<file path="config.mk">
export PLATFORM = sky130hd
export DESIGN_NAME = key_event_57
export DESIGN_NICKNAME = d
export VERILOG_FILES = /design/src/rtl/key_event_57.sv
export SDC_FILE = /design/constraint.sdc
export NUM_CORES = 1
export LEC_CHECK = 0
export CAP_MARGIN = 20
export CORE_UTILIZATION = 40
export DETAILED_ROUTE_END_ITERATION = 6
export DONT_BUFFER_PORTS = 1
export PLACE_DENSITY = 0.52
export SKIP_CTS_REPAIR_TIMING = 1
export SLEW_MARGIN = 20
export SYNTH_ARGS = -nofsm -noshare
export SYNTH_HDL_FRONTEND = slang
export SYNTH_SLANG_ARGS = --single-unit
</file>
<file path="constraint.sdc">
create_clock -name clk_50m_57 -period 2.5 [get_ports clk_50m_57]
set_input_delay 0.625 -clock clk_50m_57 [delete_from_list [all_inputs] [get_ports clk_50m_57]]
set_output_delay 0.625 -clock clk_50m_57 [all_outputs]
set_load 0.1 [all_outputs]
</file>
<file path="src/rtl/key_event_57.sv">
// key_event_57
//   Turns a debounced, active-high key level into single-cycle action pulses
//   for the clock's time-setting logic: press, release, short click, long
//   hold and auto-repeat. Every output is registered.
//
// Ports
//   clk_50m_57        in   system clock (50 MHz)
//   rst_57            in   asynchronous active-high reset
//   key_level_57      in   debounced key level, 1 = pressed (already in clk domain)
//   press_pulse_57    out  one cycle after the first high sample of a press
//   release_pulse_57  out  one cycle after every release
//   short_pulse_57    out  with release_pulse_57 when released before the long threshold
//   long_pulse_57     out  one cycle when LONG_CYCLES consecutive high samples are seen
//   repeat_pulse_57   out  every REPEAT_CYCLES high samples after the long pulse
//   held_57           out  level, high while a press is being tracked

module key_event_57 #(
  parameter int LONG_CYCLES   = 50_000_000,
  parameter int REPEAT_CYCLES = 10_000_000,
  parameter int CNT_W = $clog2(((LONG_CYCLES > REPEAT_CYCLES) ? LONG_CYCLES : REPEAT_CYCLES) + 1)
) (
  input  logic clk_50m_57,
  input  logic rst_57,
  input  logic key_level_57,
  output logic press_pulse_57,
  output logic release_pulse_57,
  output logic short_pulse_57,
  output logic long_pulse_57,
  output logic repeat_pulse_57,
  output logic held_57
);

  // ARM waits for the key to be released so a key held through reset
  // never produces a press.
  localparam logic [1:0] ST_ARM     = 2'd0;
  localparam logic [1:0] ST_IDLE    = 2'd1;
  localparam logic [1:0] ST_PRESSED = 2'd2;
  localparam logic [1:0] ST_LONG    = 2'd3;

  localparam bit             REPEAT_EN   = (REPEAT_CYCLES != 0);
  localparam logic [CNT_W-1:0] LONG_LAST   = CNT_W'(LONG_CYCLES - 1);
  localparam logic [CNT_W-1:0] REPEAT_LAST = REPEAT_EN ? CNT_W'(REPEAT_CYCLES - 1) : '0;

  logic [1:0]       state_reg, state_next;
  logic [CNT_W-1:0] cnt_reg, cnt_next;
  logic press_reg, press_next;
  logic release_reg, release_next;
  logic short_reg, short_next;
  logic long_reg, long_next;
  logic repeat_reg, repeat_next;
  logic held_reg, held_next;

  always_comb begin
    state_next   = state_reg;
    cnt_next     = cnt_reg;
    press_next   = 1'b0;
    release_next = 1'b0;
    short_next   = 1'b0;
    long_next    = 1'b0;
    repeat_next  = 1'b0;

    case (state_reg)
      ST_ARM: begin
        if (!key_level_57) begin
          state_next = ST_IDLE;
        end
      end

      ST_IDLE: begin
        if (key_level_57) begin
          state_next = ST_PRESSED;
          // The sample that enters PRESSED is already high sample #1.
          cnt_next   = CNT_W'(1);
          press_next = 1'b1;
        end
      end

      ST_PRESSED: begin
        if (key_level_57) begin
          if (cnt_reg == LONG_LAST) begin
            state_next = ST_LONG;
            cnt_next   = '0;
            long_next  = 1'b1;
          end else begin
            cnt_next = cnt_reg + CNT_W'(1);
          end
        end else begin
          state_next   = ST_IDLE;
          cnt_next     = '0;
          release_next = 1'b1;
          short_next   = 1'b1;
        end
      end

      ST_LONG: begin
        if (key_level_57) begin
          if (REPEAT_EN) begin
            // Counter restarts on each repeat, so it never exceeds REPEAT_LAST.
            if (cnt_reg == REPEAT_LAST) begin
              cnt_next    = '0;
              repeat_next = 1'b1;
            end else begin
              cnt_next = cnt_reg + CNT_W'(1);
            end
          end else begin
            cnt_next = '0;
          end
        end else begin
          state_next   = ST_IDLE;
          cnt_next     = '0;
          release_next = 1'b1;
        end
      end

      default: begin
        state_next = ST_ARM;
        cnt_next   = '0;
      end
    endcase

    held_next = (state_next == ST_PRESSED) || (state_next == ST_LONG);
  end

  always_ff @(posedge clk_50m_57 or posedge rst_57) begin
    if (rst_57) begin
      state_reg   <= ST_ARM;
      cnt_reg     <= '0;
      press_reg   <= 1'b0;
      release_reg <= 1'b0;
      short_reg   <= 1'b0;
      long_reg    <= 1'b0;
      repeat_reg  <= 1'b0;
      held_reg    <= 1'b0;
    end else begin
      state_reg   <= state_next;
      cnt_reg     <= cnt_next;
      press_reg   <= press_next;
      release_reg <= release_next;
      short_reg   <= short_next;
      long_reg    <= long_next;
      repeat_reg  <= repeat_next;
      held_reg    <= held_next;
    end
  end

  assign press_pulse_57   = press_reg;
  assign release_pulse_57 = release_reg;
  assign short_pulse_57   = short_reg;
  assign long_pulse_57    = long_reg;
  assign repeat_pulse_57  = repeat_reg;
  assign held_57          = held_reg;

endmodule
</file>
# Word-level counts from Yosys, hierarchy flattened
# Index checks and enable logic that the tools add are counted.
[op_classes] add_sub_neg=1 multipliers=0 div=0 n_lt_le_gt_ge=0 n_eq_ne=8 n_shift=0 n_mux=22 bitwise_logic=0 n_reduce_logical=6
[ops] cell="$mux 26" n=5
[ops] cell="$pmux 26 s3" n=1
[ops] cell="$add 26x1->26 const B" n=1
[ops] cell="$eq 26x24->1 const B" n=1
[ops] cell="$eq 26x26->1 const B" n=1
[ops] cell="$mux 1" n=11
[ops] cell="$eq 2x2->1 const B" n=4
[ops] cell="$mux 2" n=4
[ops] cell="$pmux 2 s3" n=1
[ops] cell="$reduce_or 2->1" n=2
[ops] cell="$reduce_bool 3->1" n=1
[ops] cell="$eq 2x1->1 const B" n=1
[ops] cell="$logic_not 2->1" n=1
[ops] cell="$ne 2x2->1 const B" n=1
[ops] cell="$reduce_and 2->1" n=1
[ops] cell="$logic_or 1x1->1" n=1
[totals] register_bits=34 latch_bits=0 ram_bits=0 mem_bits_ro=0 input_bits=3 out_inout_bits=6 word_cells=45 memories=0

# Longest topological paths before layout
# Gate-level depths: netlist of run 1.
[depth] word_depth=6 depth_mapped=8 ltp_nobuf=6

# Worst setup path before layout of run 1
# No wires, ideal clock.
[synth_timing] path_type="register to register" from="register cnt_reg[16]" to="register cnt_reg[25]" setup_time_ns=0.132 arrival_ns=2.292 required_ns=2.368 setup_slack_ns=0.076 stages_incl_launch_ff=6 n_path_buf=0 synth_period_minus_slack_ns=2.424 cell_sequence="dfrtp_1 > or4b_1 > or4_4 > o2111a_2 > o211ai_1 > or3b_1"
[synth_between] elab_chain_len=4 word_cells_on_any_way=8 classes_between="add/sub: 1; eq/ne: 2; mux: 5"
[synth_lines] item="start, declared" line_no="45" source="logic [CNT_W-1:0] cnt_reg, cnt_next;"
[synth_lines] item="start signal, assigned" line_no="136" source="cnt_reg <= cnt_next;"
[synth_lines] item="$add 26x1->26 (tied with other cells)" line_no="85, 103"
[synth_lines] item="$mux 26, on equally long branches" line_no="99, 80"
[synth_lines] item="$mux 26, on equally long branches" line_no="96, 79"
[synth_lines] item="$pmux 26 s3 *" line_no="62" source="case (state_reg)"
# Mark *: on every way between the ends. The rest lies on a longest branch, timed or not.
# A chain may end at the register's enable or synchronous reset.

# Worst setup path after layout of run 1
[layout_timing] from="register cnt_reg[7]" to="register cnt_reg[25]"
# Same word-level chain as after synthesis.

==> flow_summary.json, run 1 <==
{
  "ant_nets": 0,
  "port_buffers": 0,
  "wl_per_cell_um": 16.92,
  "final_area_mm2": 0.002450,
  "timing.rr.start": "cnt_reg[7]",
  "layout_commonest_cell": "nand2_1",
  "ys_ff_latch": 34,
  "rrSetupSlack_ns": 0.08,
  "synthFlopType": "dfrtp_1",
  "muxShareOfSynthArea_pct": 0,
  "drt_iter0_drc": 178,
  "avgSynthCellArea_um2": 8.878,
  "post_route_cells_drive_above_1_share_pct": 18.25,
  "htreeDepth": 2,
  "clock_skew_ns": 0.004913,
  "worst-endpoint-arrival_ns": 2.59,
  "cp_cell_sequence": "or4bb_1 > or4_4 > o2111a_2 > o211ai_1 > or3b_1",
  "numCtsBuffers": 5,
  "hold_class": "input port to asynchronous set/reset pin",
  "drc": 0,
  "outcome": "finished clean",
  "io-pin-count": 9,
  "floorplan.initialDensity_pct": 42.57,
  "r2r_end": "cnt_reg[25]",
  "slew_headroom_pct": 68.08,
  "cts_tree": "yes",
  "fin_crit_ns": 2.424,
  "num_antenna_cells": 0,
  "gp_congestion": 0.8445,
  "cp_slowest_cell": "or4bb_1",
  "total_power_mw": 1.576,
  "cts_buffer_depth": 2,
  "rows": 25,
  "syn_inst": 231,
  "critPathKind": "flop to flop",
  "clk_pin_slew_ns": 0.07,
  "grt-ovfl-total": 0,
  "multi_input_area_mm2": 0.001135,
  "dpl.hpwl_mm": 4.001,
  "wl_mm": 5.585,
  "worst-path-stages": 5,
  "synth_fa_ha_area_share_pct": 3.661,
  "drv_slew": 0,
  "die_h_um": 73.60,
  "endpoint_kind": "flop",
  "synthDistinctLibCells": 42,
  "clkSinkCount": 34,
  "tightest_slew_ns": 0.4760,
  "ir_drop_v": 0.0003028,
  "grt_max_degree": 35,
  "drt-pass1-iter-count": 5,
  "p_per_area_mw_per_mm2": 643.4,
  "synth-xor-area-share_pct": 1.281,
  "grt_pass1_wl_mm": 9.170,
  "p_leak_nw": 0.9752,
  "setup_tns_ns": 0,
  "ys_seq_area_share_pct": 41.49,
  "largest_register_ff_count": 26,
  "dieArea_mm2": 0.005417,
  "yosysWarnings": 0,
  "max_stage_delay_ns": 0.57,
  "syn_nets": 240,
  "dpl_cell_area_mm2": 0.002330,
  "fmax_ghz": 0.4126,
  "crit_path_start": "cnt_reg[7]",
  "seq_area_um2": 850.8,
  "start_kind": "flop",
  "endpoint": "cnt_reg[25]",
  "finalHoldViolCount": 0,
  "hold_ws_ns": 0.3124,
  "critical_path.n_buffers_inverters": 0,
  "antenna_found_initial": 0,
  "yosys.area_share.simple_pct": 27.46,
  "period_share_pct": 96.95,
  "r2r_cells": 5,
  "most-common-layout-cells": "nand2_1 (40), dfrtp_1 (34), buf_4 (34)",
  "root_buffer": "clkbuf_8",
  "path_delay_family": "simple AND/OR/NAND/NOR gates",
  "die_w_um": 73.60,
  "worstPathRequired_ns": 2.67,
  "setup_viol": 0,
  "max-cap-violations": 0,
  "vias_per_cell": 5.848,
  "fill_cells": 478,
  "netlist_area_mm2": 0.002051,
  "clkLatencyLatePin_ns": 0.29,
  "areaGrowthSynthToFinish_pct": 19.46,
  "coreArea_mm2": 0.004817,
  "grt_use_total_pct": 22.76,
  "nets": 271,
  "synth_compound_area_share_pct": 22.45,
  "grt_pass1_vias": 1867,
  "crit_path_max_fanout": 5,
  "synth_edf_count": 0,
  "synth_top_family_by_area": "simple AND/OR/NAND/NOR gates",
  "vias": 1930,
  "synthArstFlopShare_pct": 100.0
}
==> power breakdown <==
group / switching (mW) / internal [mW]
sequential: 0.0334 / 0.587
combinational: 0.372 / 0.151
clock: 0.212 / 0.221
==> layer usage <==
layer  track usage [%]  vias up  wire (um)
met3             4.527       10        323
met5                 0        -          0
met2             37.00       72       2585
met1             30.18      901       2555
li1                  -      947          -
met4             7.692        0        120
==> cells by family after synthesis <==
kind of cell    Yosys count
simple gates            106
buf+inv                  18
xor+xnor                  3
fa+ha+maj                 6
flops                    34
compound gates           64
==> synthesized netlist by cell type, types with 2 or more instances <==
| cell type | count | area [um^2] |
|---|---|---|
| o311ai_0 | 7 | 61.31 |
| ha_1 | 6 | 75.07 |
| or3_1 | 2 | 12.51 |
| or4_1 | 2 | 15.01 |
| nand2_1 | 40 | 150.1 |
| and3_1 | 4 | 25.02 |
| o211ai_1 | 22 | 165.2 |
| and2_1 | 4 | 25.02 |
| o311ai_1 | 5 | 43.79 |
| nand4b_1 | 3 | 26.28 |
| nand3_1 | 9 | 45.04 |
| nor4b_1 | 2 | 17.52 |
| o21bai_1 | 2 | 15.01 |
| a41oi_1 | 2 | 17.52 |
| nor4_1 | 3 | 18.77 |
| o221ai_1 | 2 | 17.52 |
| xnor2_1 | 3 | 26.28 |
| a21oi_1 | 10 | 50.05 |
| clkbuf_1 | 6 | 22.52 |
| buf_2 | 3 | 15.01 |
| o22ai_1 | 2 | 12.51 |
| nand4_1 | 7 | 43.79 |
| nor3_1 | 6 | 30.03 |
| nor2_1 | 11 | 41.29 |
| o21ai_0 | 7 | 35.03 |
| or4bb_1 | 2 | 22.52 |
| and4_1 | 4 | 35.03 |
| dfrtp_1 | 34 | 850.8 |
| inv_1 | 8 | 30.03 |
==> stage by stage <==
| step | cells | setup WS, ns | util [%] |
|---|---|---|---|
| CTS | 328 | -0.001332 | 50.34 |
| global placement | 320 | 0.04735 | 48.36 |
| finish | 330 | 0.07637 | 50.86 |
| detailed placement | 320 | 0.02013 | 48.36 |
| floorplan | 231 | 0.07647 | - |
| global route | 330 | -0.0009377 | 50.86 |
==> worst register-to-register path, stage by stage (launching register included) <==
cell and delay, ns:
dfrtp_1 0.38, or4bb_1 0.57, or4_4 0.53, o2111a_2 0.31
o211ai_1 0.17, or3b_1 0.35
==> worst min path at each step <==
stage	start	end	slack, ns	depth (start not counted)
after CTS	rst_57	cnt_reg[19]	0.33	2
after global placement	cnt_reg[1]	cnt_reg[1]	0.54	2
final	rst_57	cnt_reg[24]	0.31	2
after floorplan	cnt_reg[1]	cnt_reg[1]	0.51	2
after global routing	rst_57	release_pulse_57	0.36	2
after detailed placement	cnt_reg[1]	cnt_reg[1]	0.56	2
==> layout make-up <==
class | count | area share [%]
Multi-Input combinational cell | 179 | 46.32
Sequential cell | 34 | 34.73
Timing Repair Buffer | 34 | 10.42
Tap cell | 67 | 3.422
Clock buffer | 6 | 3.371
Inverter | 8 | 1.226
Clock inverter | 2 | 0.5107
Note: power is estimated with default switching activity, not from simulation.
==> run 2: changes to the inputs <==
--- a/config.mk
+++ b/config.mk
@@ -7,9 +7,10 @@
 export LEC_CHECK = 0
 export CAP_MARGIN = 20
 export CORE_UTILIZATION = 40
+export CTS_BUF_LIST = sky130_fd_sc_hd__clkbuf_4
 export DETAILED_ROUTE_END_ITERATION = 6
 export DONT_BUFFER_PORTS = 1
-export PLACE_DENSITY = 0.52
+export PLACE_DENSITY = 0.59
 export SKIP_CTS_REPAIR_TIMING = 1
 export SLEW_MARGIN = 20
 export SYNTH_ARGS = -nofsm -noshare
==> flow_summary.json, run 2 (same netlist as run 1, synthesis figures left out) <==
{
  "cts_buffer_depth": 2,
  "fmax_ghz": 0.4059,
  "root_buffer": "clkbuf_4",
  "crit_path_max_fanout": 5,
  "wl_mm": 5.595,
  "max-cap-violations": 0,
  "largest_register_ff_count": 26,
  "cts_tree": "yes",
  "p_per_area_mw_per_mm2": 631.1,
  "layout_commonest_cell": "nand2_1",
  "htreeDepth": 2,
  "post-place-ws_ns": 0.04887,
  "num_antenna_cells": 0,
  "rows": 25,
  "fin_crit_ns": 2.464,
  "p_sw_mw": 0.6085,
  "grt-ovfl-total": 0,
  "most-common-layout-cells": "nand2_1 (40), dfrtp_1 (34), buf_4 (33)",
  "layout.cells.non_filler": 331,
  "drt-pass1-iter-count": 4,
  "setup_viol": 0,
  "grt_max_degree": 35,
  "grt_pass1_vias": 1774,
  "hold_class": "input port to asynchronous set/reset pin",
  "clock_skew_ns": 0.007432,
  "tightest_slew_ns": 0.5418,
  "drt_iter0_drc": 136,
  "setup_slack_ns": 0.03626,
  "clock_power_share_pct": 26.2,
  "floorplan.initialDensity_pct": 42.57,
  "endpoint_kind": "flop",
  "vias": 1962,
  "wl_per_cell_um": 16.90,
  "rsz0062_at_grt": "yes",
  "numCtsBuffers": 5,
  "vias_per_cell": 5.927,
  "die_h_um": 73.60,
  "worstPathRequired_ns": 2.74,
  "pwr-share-seq_pct": 39.7,
  "switching_share_pct": 39.04,
  "grt_pass1_wl_mm": 9.004,
  "start_kind": "flop",
  "areaGrowthSynthToFinish_pct": 20.44,
  "slew_headroom_pct": 63.37,
  "antenna_found_initial": 0,
  "dieArea_mm2": 0.005417,
  "finalHoldViolCount": 0,
  "drc": 0,
  "ir_drop_v": 0.0003289,
  "dp.cells": 321,
  "nets": 272,
  "clkLatencyLatePin_ns": 0.35,
  "outcome": "finished clean",
  "post_route_cells_drive_above_1_share_pct": 18.94,
  "critPathKind": "flop to flop",
  "gp_congestion": 0.8495,
  "grt_use_total_pct": 22.53,
  "drv_slew": 0,
  "worst-endpoint-arrival_ns": 2.70,
  "p_leak_nw": 0.9849,
  "clkSinkCount": 34,
  "hold_ws_ns": 0.2443,
  "port_buffers": 0,
  "ant_nets": 0,
  "dpl.hpwl_mm": 3.926,
  "io-pin-count": 9,
  "clk_pin_slew_ns": 0.11,
  "die_w_um": 73.60,
  "period_share_pct": 98.55,
  "combPwrFrac_pct": 34.1,
  "p_int_mw": 0.9502,
  "coreArea_mm2": 0.004817
}
[run 2: path summary, 6_finish.rpt]
kind / start / to / slack [ns] / cells after the start
min in group clk_50m_57: key_level_57 / short_pulse_57 / 0.32 / 1
min: rst_57 / short_pulse_57 / 0.24 / 2
max in group asynchronous: rst_57 / cnt_reg[24] / 1.94 / 2
max reg2reg: cnt_reg[8] / cnt_reg[25] / 0.04 / 5
max: cnt_reg[8] / cnt_reg[25] / 0.04 / 5
min reg2reg: cnt_reg[1] / cnt_reg[1] / 0.57 / 2
[run 2: power groups by stage]
stage | Sequential, mW | Combinational, mW | Clock (mW)
after floorplan | 0.726 | 0.249 | 0
after global placement | 0.630 | 0.521 | 0
after detailed placement | 0.630 | 0.522 | 0
after CTS | 0.619 | 0.521 | 0.417
after global routing | 0.628 | 0.580 | 0.438
final | 0.619 | 0.531 | 0.409
[run 2: per-layer routing]
layer  share of wire (%)  GRT usage, %  vias to the layer above
met5                   0             0                        -
met4                 1.3         9.402                        0
met3                 5.2         3.704                        8
met2                  47         34.76                       53
met1                  47         31.26                      953
li1                    -             -                      948
[run 2: stage by stage]
step	cell area [um^2]	util, %	power, mW	TNS [ns]
finish	2470	51.27	1.559	0
global route	2470	51.27	1.645	-0.02391
CTS	2427	50.39	1.557	0
detailed placement	2350	48.78	1.152	0
global placement	2350	48.78	1.150	0
floorplan	2051	-	0.9759	0
[run 2: cell type report]
type                    instances  area (um^2)
repair buffers                 35        279.0
inverters                       8        30.03
fillers                       471         2347
well taps                      67        83.83
clock inverters                 3        40.04
clock buffers                   5        37.54
multi-input cells             179         1149
flip-flops and latches         34        850.8
[run 2: critical path, cell delays in order (launching register included)]
cell,delay [ns]
dfrtp_1,0.40
or4bb_1,0.56
or4_4,0.56
o2111a_2,0.33
o211ai_1,0.16
or3b_1,0.36
